==> config.mk <==
export PLATFORM = sky130hd
export DESIGN_NAME = register_port_arbiter
export DESIGN_NICKNAME = d
export VERILOG_FILES = /design/src/rtl/register_port_arbiter_pkg.sv /design/src/rtl/register_port_arbiter.sv
export SDC_FILE = /design/constraint.sdc
export NUM_CORES = 1
export LEC_CHECK = 0
export ABC_CLOCK_PERIOD_IN_PS = 2060
export CORE_MARGIN = 5
export CORE_UTILIZATION = 37
export CTS_CLUSTER_SIZE = 25
export DETAILED_ROUTE_END_ITERATION = 10
export PLACE_DENSITY = 0.82
export SLEW_MARGIN = 5
export SYNTH_ARGS = -nofsm -noshare
export SYNTH_HDL_FRONTEND = slang
export SYNTH_SLANG_ARGS = --single-unit
export TNS_END_PERCENT = 100
==> constraint.sdc <==
create_clock -name iCpuClock -period 2.06 [get_ports iCpuClock]
set_input_delay 0.206 -clock iCpuClock [delete_from_list [all_inputs] [get_ports iCpuClock]]
set_output_delay 0.206 -clock iCpuClock [all_outputs]
set_load 0.02 [all_outputs]
==> src/rtl/register_port_arbiter_pkg.sv <==
// Shared constants for the register-file port arbiter: widths, the hard-wired
// zero register index and the arbiter state encoding.
package register_port_arbiter_pkg;

   localparam int DATA_W  = 32;
   localparam int ADDR_W  = 5;
   localparam int STATE_W = 2;

   localparam logic [ADDR_W-1:0] REG_ZERO = '0;

   localparam logic [STATE_W-1:0] ST_IDLE  = 2'd0;
   localparam logic [STATE_W-1:0] ST_PEND  = 2'd1;
   localparam logic [STATE_W-1:0] ST_STALL = 2'd2;
   localparam logic [STATE_W-1:0] ST_ACK   = 2'd3;

endpackage

==> src/rtl/register_port_arbiter.sv <==
// Arbitrates the register-file write port and spare read port between CPU
// writeback (zero-latency priority) and a req/ack debug requester.
module register_port_arbiter
   import register_port_arbiter_pkg::*;
#(
   parameter int DATA_WIDTH = DATA_W,
   parameter int ADDR_WIDTH = ADDR_W,
   parameter int MAX_WAIT   = 8
) (
   input  logic                  iCpuClock,
   input  logic                  iCpuReset,
   input  logic                  iCpuWrEn,
   input  logic [ADDR_WIDTH-1:0] iCpuWrAddr,
   input  logic [DATA_WIDTH-1:0] iCpuWrData,
   input  logic                  iDbgReq,
   input  logic                  iDbgWrite,
   input  logic [ADDR_WIDTH-1:0] iDbgAddr,
   input  logic [DATA_WIDTH-1:0] iDbgWData,
   output logic                  oDbgAck,
   output logic [DATA_WIDTH-1:0] oDbgRData,
   output logic                  oCpuStall,
   output logic                  oRfWrEn,
   output logic [ADDR_WIDTH-1:0] oRfWrAddr,
   output logic [DATA_WIDTH-1:0] oRfWrData,
   output logic [ADDR_WIDTH-1:0] oRfRdAddr,
   input  logic [DATA_WIDTH-1:0] iRfRdData
);

   localparam int CNT_W = $clog2(MAX_WAIT) + 1;
   localparam logic [CNT_W-1:0] WAIT_LAST = CNT_W'(MAX_WAIT - 1);

   logic [STATE_W-1:0]    state, stateNext;
   logic [CNT_W-1:0]      waitCnt;
   logic                  latWrite;
   logic [ADDR_WIDTH-1:0] latAddr;
   logic [DATA_WIDTH-1:0] latWData;

   logic addrIsZero;
   logic blocked;
   logic granted;
   logic dbgWrIssue;

   assign addrIsZero = (latAddr == ADDR_WIDTH'(REG_ZERO));

   // A debug read only conflicts with a CPU write to the very register it reads.
   assign blocked    = latWrite ? iCpuWrEn
                                : (iCpuWrEn && (iCpuWrAddr == latAddr) && !addrIsZero);
   assign granted    = ((state == ST_PEND) || (state == ST_STALL)) && !blocked;
   assign dbgWrIssue = granted && latWrite && !addrIsZero;
   assign oRfRdAddr  = latAddr;

   // NOTE: every output of a combinational block gets a default first, so no path can infer a latch.
   always_comb begin
      stateNext = state;
      case (state)
         ST_IDLE:  if (iDbgReq) stateNext = ST_PEND;
         ST_PEND: begin
            if (granted)                   stateNext = ST_ACK;
            else if (waitCnt == WAIT_LAST) stateNext = ST_STALL;
         end
         ST_STALL: if (granted)  stateNext = ST_ACK;
         ST_ACK:   if (!iDbgReq) stateNext = ST_IDLE;
         default:                stateNext = ST_IDLE;
      endcase
   end

   always_comb begin
      oRfWrEn   = iCpuWrEn;
      oRfWrAddr = iCpuWrAddr;
      oRfWrData = iCpuWrData;
      if (dbgWrIssue) begin
         oRfWrEn   = 1'b1;
         oRfWrAddr = latAddr;
         oRfWrData = latWData;
      end
   end

   // NOTE: state registers use non-blocking assignments so every flop samples pre-edge values.
   always_ff @(posedge iCpuClock or negedge iCpuReset) begin
      if (!iCpuReset) begin
         state     <= ST_IDLE;
         waitCnt   <= '0;
         latWrite  <= 1'b0;
         latAddr   <= '0;
         latWData  <= '0;
         oDbgRData <= '0;
         oDbgAck   <= 1'b0;
         oCpuStall <= 1'b0;
      end else begin
         state     <= stateNext;
         oDbgAck   <= (stateNext == ST_ACK);
         oCpuStall <= (stateNext == ST_STALL);

         if ((state == ST_IDLE) && iDbgReq) begin
            latWrite <= iDbgWrite;
            latAddr  <= iDbgAddr;
            latWData <= iDbgWData;
            waitCnt  <= '0;
         end else if ((state == ST_PEND) && blocked && (waitCnt != WAIT_LAST)) begin
            waitCnt  <= waitCnt + CNT_W'(1);
         end

         if (granted && !latWrite)
            oDbgRData <= addrIsZero ? '0 : iRfRdData;
      end
   end

endmodule

* Yosys cells after proc, flatten, opt, wreduce, memory -nomap -nowiden *
Index checks and enable logic that the tools add are counted.

operators by class
  reductions and logical operators = 16
  equality and inequality tests = 8
  add/subtract/negate cells = 1
  bitwise gates (word level) = 0
  shift-type cells = 0
  order comparisons = 0
  div/mod/pow operators = 0
  multiply operators = 0
  mux-type cells = 13

operators by type and width
  cell                 number
  $mux 32              2
  $mux 2               5
  $logic_and 1x1->1    9
  $eq 2x2->1 const B   4
  $mux 4               2
  $pmux 2 s4           1
  $eq 5x5->1           1
  $logic_not 5->1      1
  $mux 5               1
  $add 4x1->4 const B  1
  $eq 4x3->1 const B   1
  $ne 4x3->1 const B   1
  $logic_not 1->1      3
  $eq 2x1->1 const B   1
  $logic_not 2->1      1
  $mux 1               2
  $reduce_bool 2->1    1
  $logic_or 1x1->1     1

word-level totals
  memories = 0
  memory bits (read-only) = 0
  output and inout port bits = 77
  latch bits = 0
  bits in writable memories = 0
  logic and storage cells = 46
  bits of input ports = 111
  flip-flop bits (word level) = 78

* Logic depth before layout (Yosys ltp) *
Gate-level depths: netlist of run 1.

  depth in word-level cells = 9
  depth in mapped cells = 7
  gate-level depth less buffers = 7

* Least setup slack after synthesis of run 1 *
No wires, ideal clock.

  kind = register to output
  start point = reg state[0]
  end point = out oRfWrData[16]
  cell stages (with the launch flop) = 8
  required time = 1.854 ns
  path buffers = 2
  data arrival time = 1.858 ns
  slack = -0.004 ns
  cells stage by stage = dfrtp_1 > inv_1 > ha_1 > nor2b_1 > nand3_1 > buf_2 > buf_2 > mux2_2

on the way
  longest elaborated chain between the ends = 6
  elaborated cells on any way between the ends = 7
  those cells by class = eq/ne: 2; mux: 1; reduce/logical: 4

RTL lines
  item                                             RTL line                     text
  start: declaration                               register_port_arbiter.sv:32  logic [STATE_W-1:0] state, stateNext;
  start signal: assignment                         register_port_arbiter.sv:90  state <= stateNext;
  $eq 2x1->1 / $eq 2x2->1 (equally long branches)  register_port_arbiter.sv:48  assign granted = ((state == ST_PEND) || (state == ST_STALL)) && !blocked;
  $logic_or 1x1->1 (*)                             register_port_arbiter.sv:48
  $logic_and 1x1->1 (*)                            register_port_arbiter.sv:48
  $logic_and 1x1->1 (*) (2 in a row)               register_port_arbiter.sv:49  assign dbgWrIssue = granted && latWrite && !addrIsZero;
  $mux 32 (*)                                      register_port_arbiter.sv:71  if (dbgWrIssue) begin
  end: declaration                                 register_port_arbiter.sv:24  output logic [DATA_WIDTH-1:0] oRfWrData,

Mark *: on every way between the ends. The rest lies on a longest branch, timed or not.

* Worst setup path after layout of run 1 *
  start point = reg state[1]
  end point = out oRfWrData[28]

Same word-level chain as after synthesis.

==> results of run 1 <==
[sequential cells by signal, summed over array words and instances (netlist names)]
register and count:
oRfRdAddr 5, state 2, latWData 32, waitCnt 4
oCpuStall 1, latWrite 1, oDbgAck 1, oDbgRData 32
[final cells by class]
type                       instances  area, um2
inverter                           7      26.28
clock inverter                     4      72.57
timing repair buffer             216       2227
clock buffer                      11      131.4
fill                             757       3423
tap                              133      166.4
sequential                        78       1952
multi-input combinational        237       1866
[worst reg2reg max path, delay by kind of cell (launching register included)]
| family | cells | cell delay (ps) |
|---|---|---|
| and+or+nand+nor | 2 | 600 |
| AOI/OAI and AO/OA | 2 | 470 |
| buffers and inverters | 3 | 320 |
| DFF | 1 | 370 |
| adders and majority gates | 1 | 180 |
[cells by family after synthesis]
family          synth area share, %
compound gates                8.142
xor+xnor                      1.163
fa+ha+maj                     1.994
buf+inv                       2.825
flops                         51.84
mux                           22.40
simple gates                  11.63
[layout by cell type (no fill, tap or decap), types with 3 or more instances in the layout]
cell type / instances
a21oi_1: 3
buf_12: 5
nand2_1: 71
buf_4: 21
ha_1: 4
inv_1: 5
buf_6: 40
nand3_1: 3
clkbuf_8: 9
clkdlybuf4s50_1: 148
o21ai_0: 35
or2_2: 3
xnor2_2: 3
nor2_1: 4
dfrtp_1: 78
mux2_2: 74
[worst min path at each step]
stage,depth (start not counted),from,end
floorplan,0,iCpuReset,latWData[0]
global placement,1,iCpuReset,latWData[26]
detailed placement,1,iCpuReset,latWData[26]
CTS,3,iRfRdData[21],oDbgRData[21]
global route,3,iRfRdData[21],oDbgRData[21]
finish,3,iRfRdData[21],oDbgRData[21]
[power by group]
group,switching (mW),total [mW],internal (mW)
Sequential,0.420,2.72,2.30
Combinational,2.59,5.36,2.77
Clock,0.537,1.21,0.676
[metal layers]
metal / part of all wire [%] / global-route usage (%) / routed length [um] / vias up
li1: - / - / - / 1590
met1: 40 / 21.20 / 4707 / 1545
met2: 49 / 30.38 / 5678 / 149
met3: 9.4 / 7.806 / 1097 / 11
met4: 1.2 / 7.307 / 142 / 0
met5: 0 / 0 / 0 / -
[metrics by stage]
step | worst slack, ps | cell area (um2)
final | -144.5 | 6441
after CTS | -281.9 | 6091
after global placement | -263.6 | 5949
after detailed placement | -268.1 | 5949
after floorplan | 44.25 | 3770
after global routing | -241.7 | 6441
[timing repair]
action,in CTS,in global routing
buffers inserted,2,3
gates cloned,1,0
hold buffers,1,0
pin swaps,3,6
gates resized for setup,169,91
endpoints found under the hold margin,39,0
endpoints found under the setup margin,39,46
==> flow_summary.toml, run 1 <==
[finish]
drive_gt1_share_pct = 33.27
stdcell_count = 686
final_util_pct = 65.30
synthToLayoutAreaGrowth_pct = 71.09
n_antenna_cell = 0
layout.nets = 666

[power_and_ir_drop]
peakVddDrop_mv = 0.7042
power_density_nw_per_um2 = 1442
power_mw = 9.289
p_leak_nw = 2.795

[setup_path]
ff2ff_setup_slack_ps = 10
startpoint_type = "flop"
path_class = "flop to output pin"
crit_top_cell = "buf_12"
reg2regPathDepth = 8
arrival_ps = 2000
cp-end-kind = "output pin"
rr_startpoint = "state[1]"
max_stage_delay_ps = 370
critPathSlowestCell = "dfrtp_1"
crit_chain = "inv_2 -> ha_4 -> nor2b_4 -> nand3_4 -> buf_12 -> buf_12 -> mux2_2 -> buf_6"
rr_endpoint = "oCpuStall"
cp.depth = 8
required_ps = 1850
crit_start = "state[1]"
critPathBufInv = 4
crit_fanout = 17
critPathTopFamily = "buffers and inverters"
worstSetupEndpoint = "oRfWrData[28]"

[clocking]
cts_buffers = 9
clk_path_buf_depth = 2
path_clk_slew_ps = 90
clock-sinks = 78
root_buffer = "clkbuf_8"
clock_latency_ps = 340
cts_tree = "done"
h-tree-depth = 3

[global_routing]
grt_pass1_vias = 3564
grt_pass1_wl_um = 18390
grt_overflow = 0
grt_antenna_before_repair = 0
grt_max_degree = 65
grt_usage_pct = 18.44

[synth]
synth_edf_count = 0
ys_seq_area_share_pct = 51.84
synthCells = 340
postSynth.asyncResetShare_pct = 100.0
synth_warnings = 0
synth.top_cell.area_share_pct = 51.84
synthesis.nets = 457
ys_top_cells_by_count = "dfrtp_1 (78), mux2_2 (74), nand2_1 (73)"
ys_ff_latch = 78
synth-main-ff-cell = "dfrtp_1"
synth_top_cell_by_area = "dfrtp_1"
avgSynthCellArea_um2 = 11.07
yosysMostFrequentCell = "dfrtp_1"
synth_area_leaders = "dfrtp_1 (52%), mux2_2 (22%), nand2_1 (7.3%)"
netlist_area_um2 = 3765
synth.distinct_cells = 34

[sta]
setup_viol = 37
holdWs_ps = 401.3
finalWorstSetupSlack_ps = -144.5
maxSlewHeadroom_pct = 64.60
fin_setup_tns_ps = -4699
min_period_over_period_pct = 107.0
rsz0062_at_grt = "true"
skew_ps = 14.58
max_freq_ghz = 0.4536
slew_viol_final = 0
max_slew.worst_pin.slew_ps = 531.0
fin_crit_ps = 2204
hold_violations = 0

[place]
hpwl_um = 8612
gp_congestion = 0.8519
io_buffers = 187
placed_cells = 665

[flow_run]
max_cap_viol_count = 0

[detailed_routing]
postRouteAntennaNets = 0
vias = 3295
vias_per_cell = 4.803
drt-initial-drc-count = 148
drtPass1Iterations = 4
post_drt_wl_per_cell_um = 16.95
routed_wl_um = 11630
remaining_drc_errors = 0

[run_status]
outcome = "finished with violations"
violations = "negative setup slack"

[floorplan]
die_y_um = 110.9
die_w_um = 110.9
start_util_pct = 38.17
boundaryPins = 188
die_area_um2 = 12290
core_um2 = 9864
rows = 36

[worst_hold_path]
min_path_type = "input port to flop"
No activity file was read; power rests on OpenSTA's default activity.
==> inputs of run 2 (changes only) <==
--- a/config.mk
+++ b/config.mk
@@ -6,6 +6,7 @@
 export NUM_CORES = 1
 export LEC_CHECK = 0
 export ABC_CLOCK_PERIOD_IN_PS = 2060
+export CAP_MARGIN = 20
 export CORE_MARGIN = 5
 export CORE_UTILIZATION = 37
 export CTS_CLUSTER_SIZE = 25
==> results of run 2 <==
Same layout as run 1: the final DEF is identical, and so are final timing and power.
==> inputs of run 3 (changes only) <==
--- a/config.mk
+++ b/config.mk
@@ -12,6 +12,7 @@
 export CTS_CLUSTER_SIZE = 25
 export DETAILED_ROUTE_END_ITERATION = 10
 export PLACE_DENSITY = 0.82
+export REMOVE_ABC_BUFFERS = 1
 export SLEW_MARGIN = 5
 export SYNTH_ARGS = -nofsm -noshare
 export SYNTH_HDL_FRONTEND = slang
==> run 3 against run 2 <==
Net effect:
- the flow still finishes with violations (negative setup slack)
- highest routed layer unchanged
- register-to-register slack about the same
- largest power group unchanged
- wire length increased by 5.4%
- die area unchanged
- global-route usage increased by 0.40 points
- first-iteration DRC count decreased by 13%
- setup slack got worse by 160 ps
- sequential cell count unchanged
- sequential share of layout area decreased by 0.68 points
- hold slack got worse by 38 ps
- count of clock-buffer cells in the layout decreased by 1
- total power increased by 2.1%
==> flow_summary.toml, run 3 (same netlist as run 1, synthesis figures left out) <==
[global_routing]
grt_pass1_vias = 3619
grt_pass1_wl_um = 18720
grt_antenna_before_repair = 0
grt_usage_pct = 18.84
grt_overflow = 0
grt_max_degree = 65

[detailed_routing]
remaining_drc_errors = 0
routed_wl_um = 12260
drtPass1Iterations = 5
vias = 3437
drt-initial-drc-count = 129
postRouteAntennaNets = 0
post_drt_wl_per_cell_um = 17.36
vias_per_cell = 4.868

[sta]
hold_violations = 0
min_period_over_period_pct = 114.8
fin_crit_ps = 2364
setup_viol = 38
max_slew.worst_pin.slew_ps = 508.3
fin_setup_tns_ps = -8968
holdWs_ps = 363.1
slew_viol_final = 0
skew_ps = 12.54
rsz0062_at_grt = "true"
maxSlewHeadroom_pct = 66.11
finalWorstSetupSlack_ps = -303.9
max_freq_ghz = 0.4230

[finish]
n_antenna_cell = 0
layout.nets = 685
mostFrequentLayoutCell = "clkdlybuf4s50_1"
drive_gt1_share_pct = 34.90
mostFrequentLayoutCells = "clkdlybuf4s50_1 (148), dfrtp_1 (78), nand2_1 (71), mux2_2 (64), buf_6 (47)"
stdcell_count = 706
synthToLayoutAreaGrowth_pct = 75.04
fillers = 740

[clocking]
clock_latency_ps = 360
path_clk_slew_ps = 100
root_buffer = "clkbuf_8"
clk_path_buf_depth = 2
cts_buffers = 9
clock-sinks = 78
h-tree-depth = 3
cts_tree = "done"

[run_status]
outcome = "finished with violations"
violations = "negative setup slack"

[place]
placed_cells = 665
io_buffers = 187
gp_congestion = 0.8085
dp_slack_ps = -302.9
hpwl_um = 8291

[setup_path]
startpoint_type = "flop"
crit_top_cell = "buf_6"
required_ps = 1850
critPathSlowestCell = "dfrtp_1"
critPathTopFamily = "buffers and inverters"
critPathBufInv = 5
cp-end-kind = "output pin"
path_class = "flop to output pin"
crit_fanout = 8
max_stage_delay_ps = 370
crit_chain = "inv_2 -> ha_4 -> nor2b_4 -> nand3_4 -> buf_12 -> buf_16 -> buf_6 -> mux2_4 -> buf_6"
arrival_ps = 2160
ff2ff_setup_slack_ps = 20

[floorplan]
boundaryPins = 188
die_y_um = 110.9
start_util_pct = 38.17
die_area_um2 = 12290
die_w_um = 110.9
core_um2 = 9864
rows = 36

[power_and_ir_drop]
pwr-share-seq_pct = 28.6
combPwrFrac_pct = 60.4
power_density_nw_per_um2 = 1439
p_sw_share_pct = 39.21
p_sw_mw = 3.718
power_frac_clock_pct = 11.0
peakVddDrop_mv = 0.9501
p_leak_nw = 2.931
p_int_mw = 5.764

[worst_hold_path]
min_path_type = "input port to asynchronous set/reset pin"

[flow_run]
max_cap_viol_count = 0
-- run 3: area by class of cell --
class | count | area (um2) | area share, %
clock buffer | 10 | 127.6 | 1.937
multi-input combinational | 237 | 1836 | 27.85
sequential | 78 | 1952 | 29.62
clock inverter | 6 | 46.29 | 0.7025
tap | 133 | 166.4 | 2.525
inverter | 7 | 26.28 | 0.3987
timing repair buffer | 235 | 2436 | 36.97
-- run 3: power groups by stage --
stage | clock, mW | combinational [mW] | sequential, mW
finish | 1.04 | 5.73 | 2.71
global route | 1.13 | 6.13 | 2.80
CTS | 1.08 | 5.44 | 2.71
detailed placement | 0 | 4.91 | 2.72
global placement | 0 | 4.78 | 2.69
floorplan | 0 | 2.22 | 3.12
-- run 3: path summary, 6_finish.rpt --
kind | from | end | depth (start not counted)
worst max-delay path | state[1] | oRfWrData[17] | 9
worst min-delay path | iCpuReset | latWData[24] | 2
worst max register to register | state[0] | oCpuStall | 8
worst min register to register | oDbgRData[29] | oDbgRData[29] | 2
max in group asynchronous | iCpuReset | oDbgAck | 3
min in group iCpuClock | iRfRdData[25] | oDbgRData[25] | 3
-- run 3: per-stage QoR --
step / utilization, % / cell area [um2] / total power, mW
after CTS: 65.61 / 6472 / 9.226
after floorplan: - / 3685 / 5.341
after global routing: 66.81 / 6590 / 10.07
after detailed placement: 60.31 / 5949 / 7.630
after global placement: 60.31 / 5949 / 7.474
final: 66.81 / 6590 / 9.482
-- run 3: per-layer routing --
| metal | track usage [%] | vias up | wire [um] |
|---|---|---|---|
| met2 | 32.81 | 132 | 6210 |
| met1 | 21.94 | 1654 | 4876 |
| met4 | 5.747 | 0 | 265 |
| met5 | 0 | - | 0 |
| li1 | - | 1624 | - |
| met3 | 6.332 | 27 | 904 |
-- run 3: repair_timing --
action,CTS,global route
endpoints found under the hold margin,36,0
hold buffers,1,0
resized for setup,245,25
pin swaps,3,5
endpoints found under the setup margin,39,69
buffers inserted,15,7
gates cloned,3,1
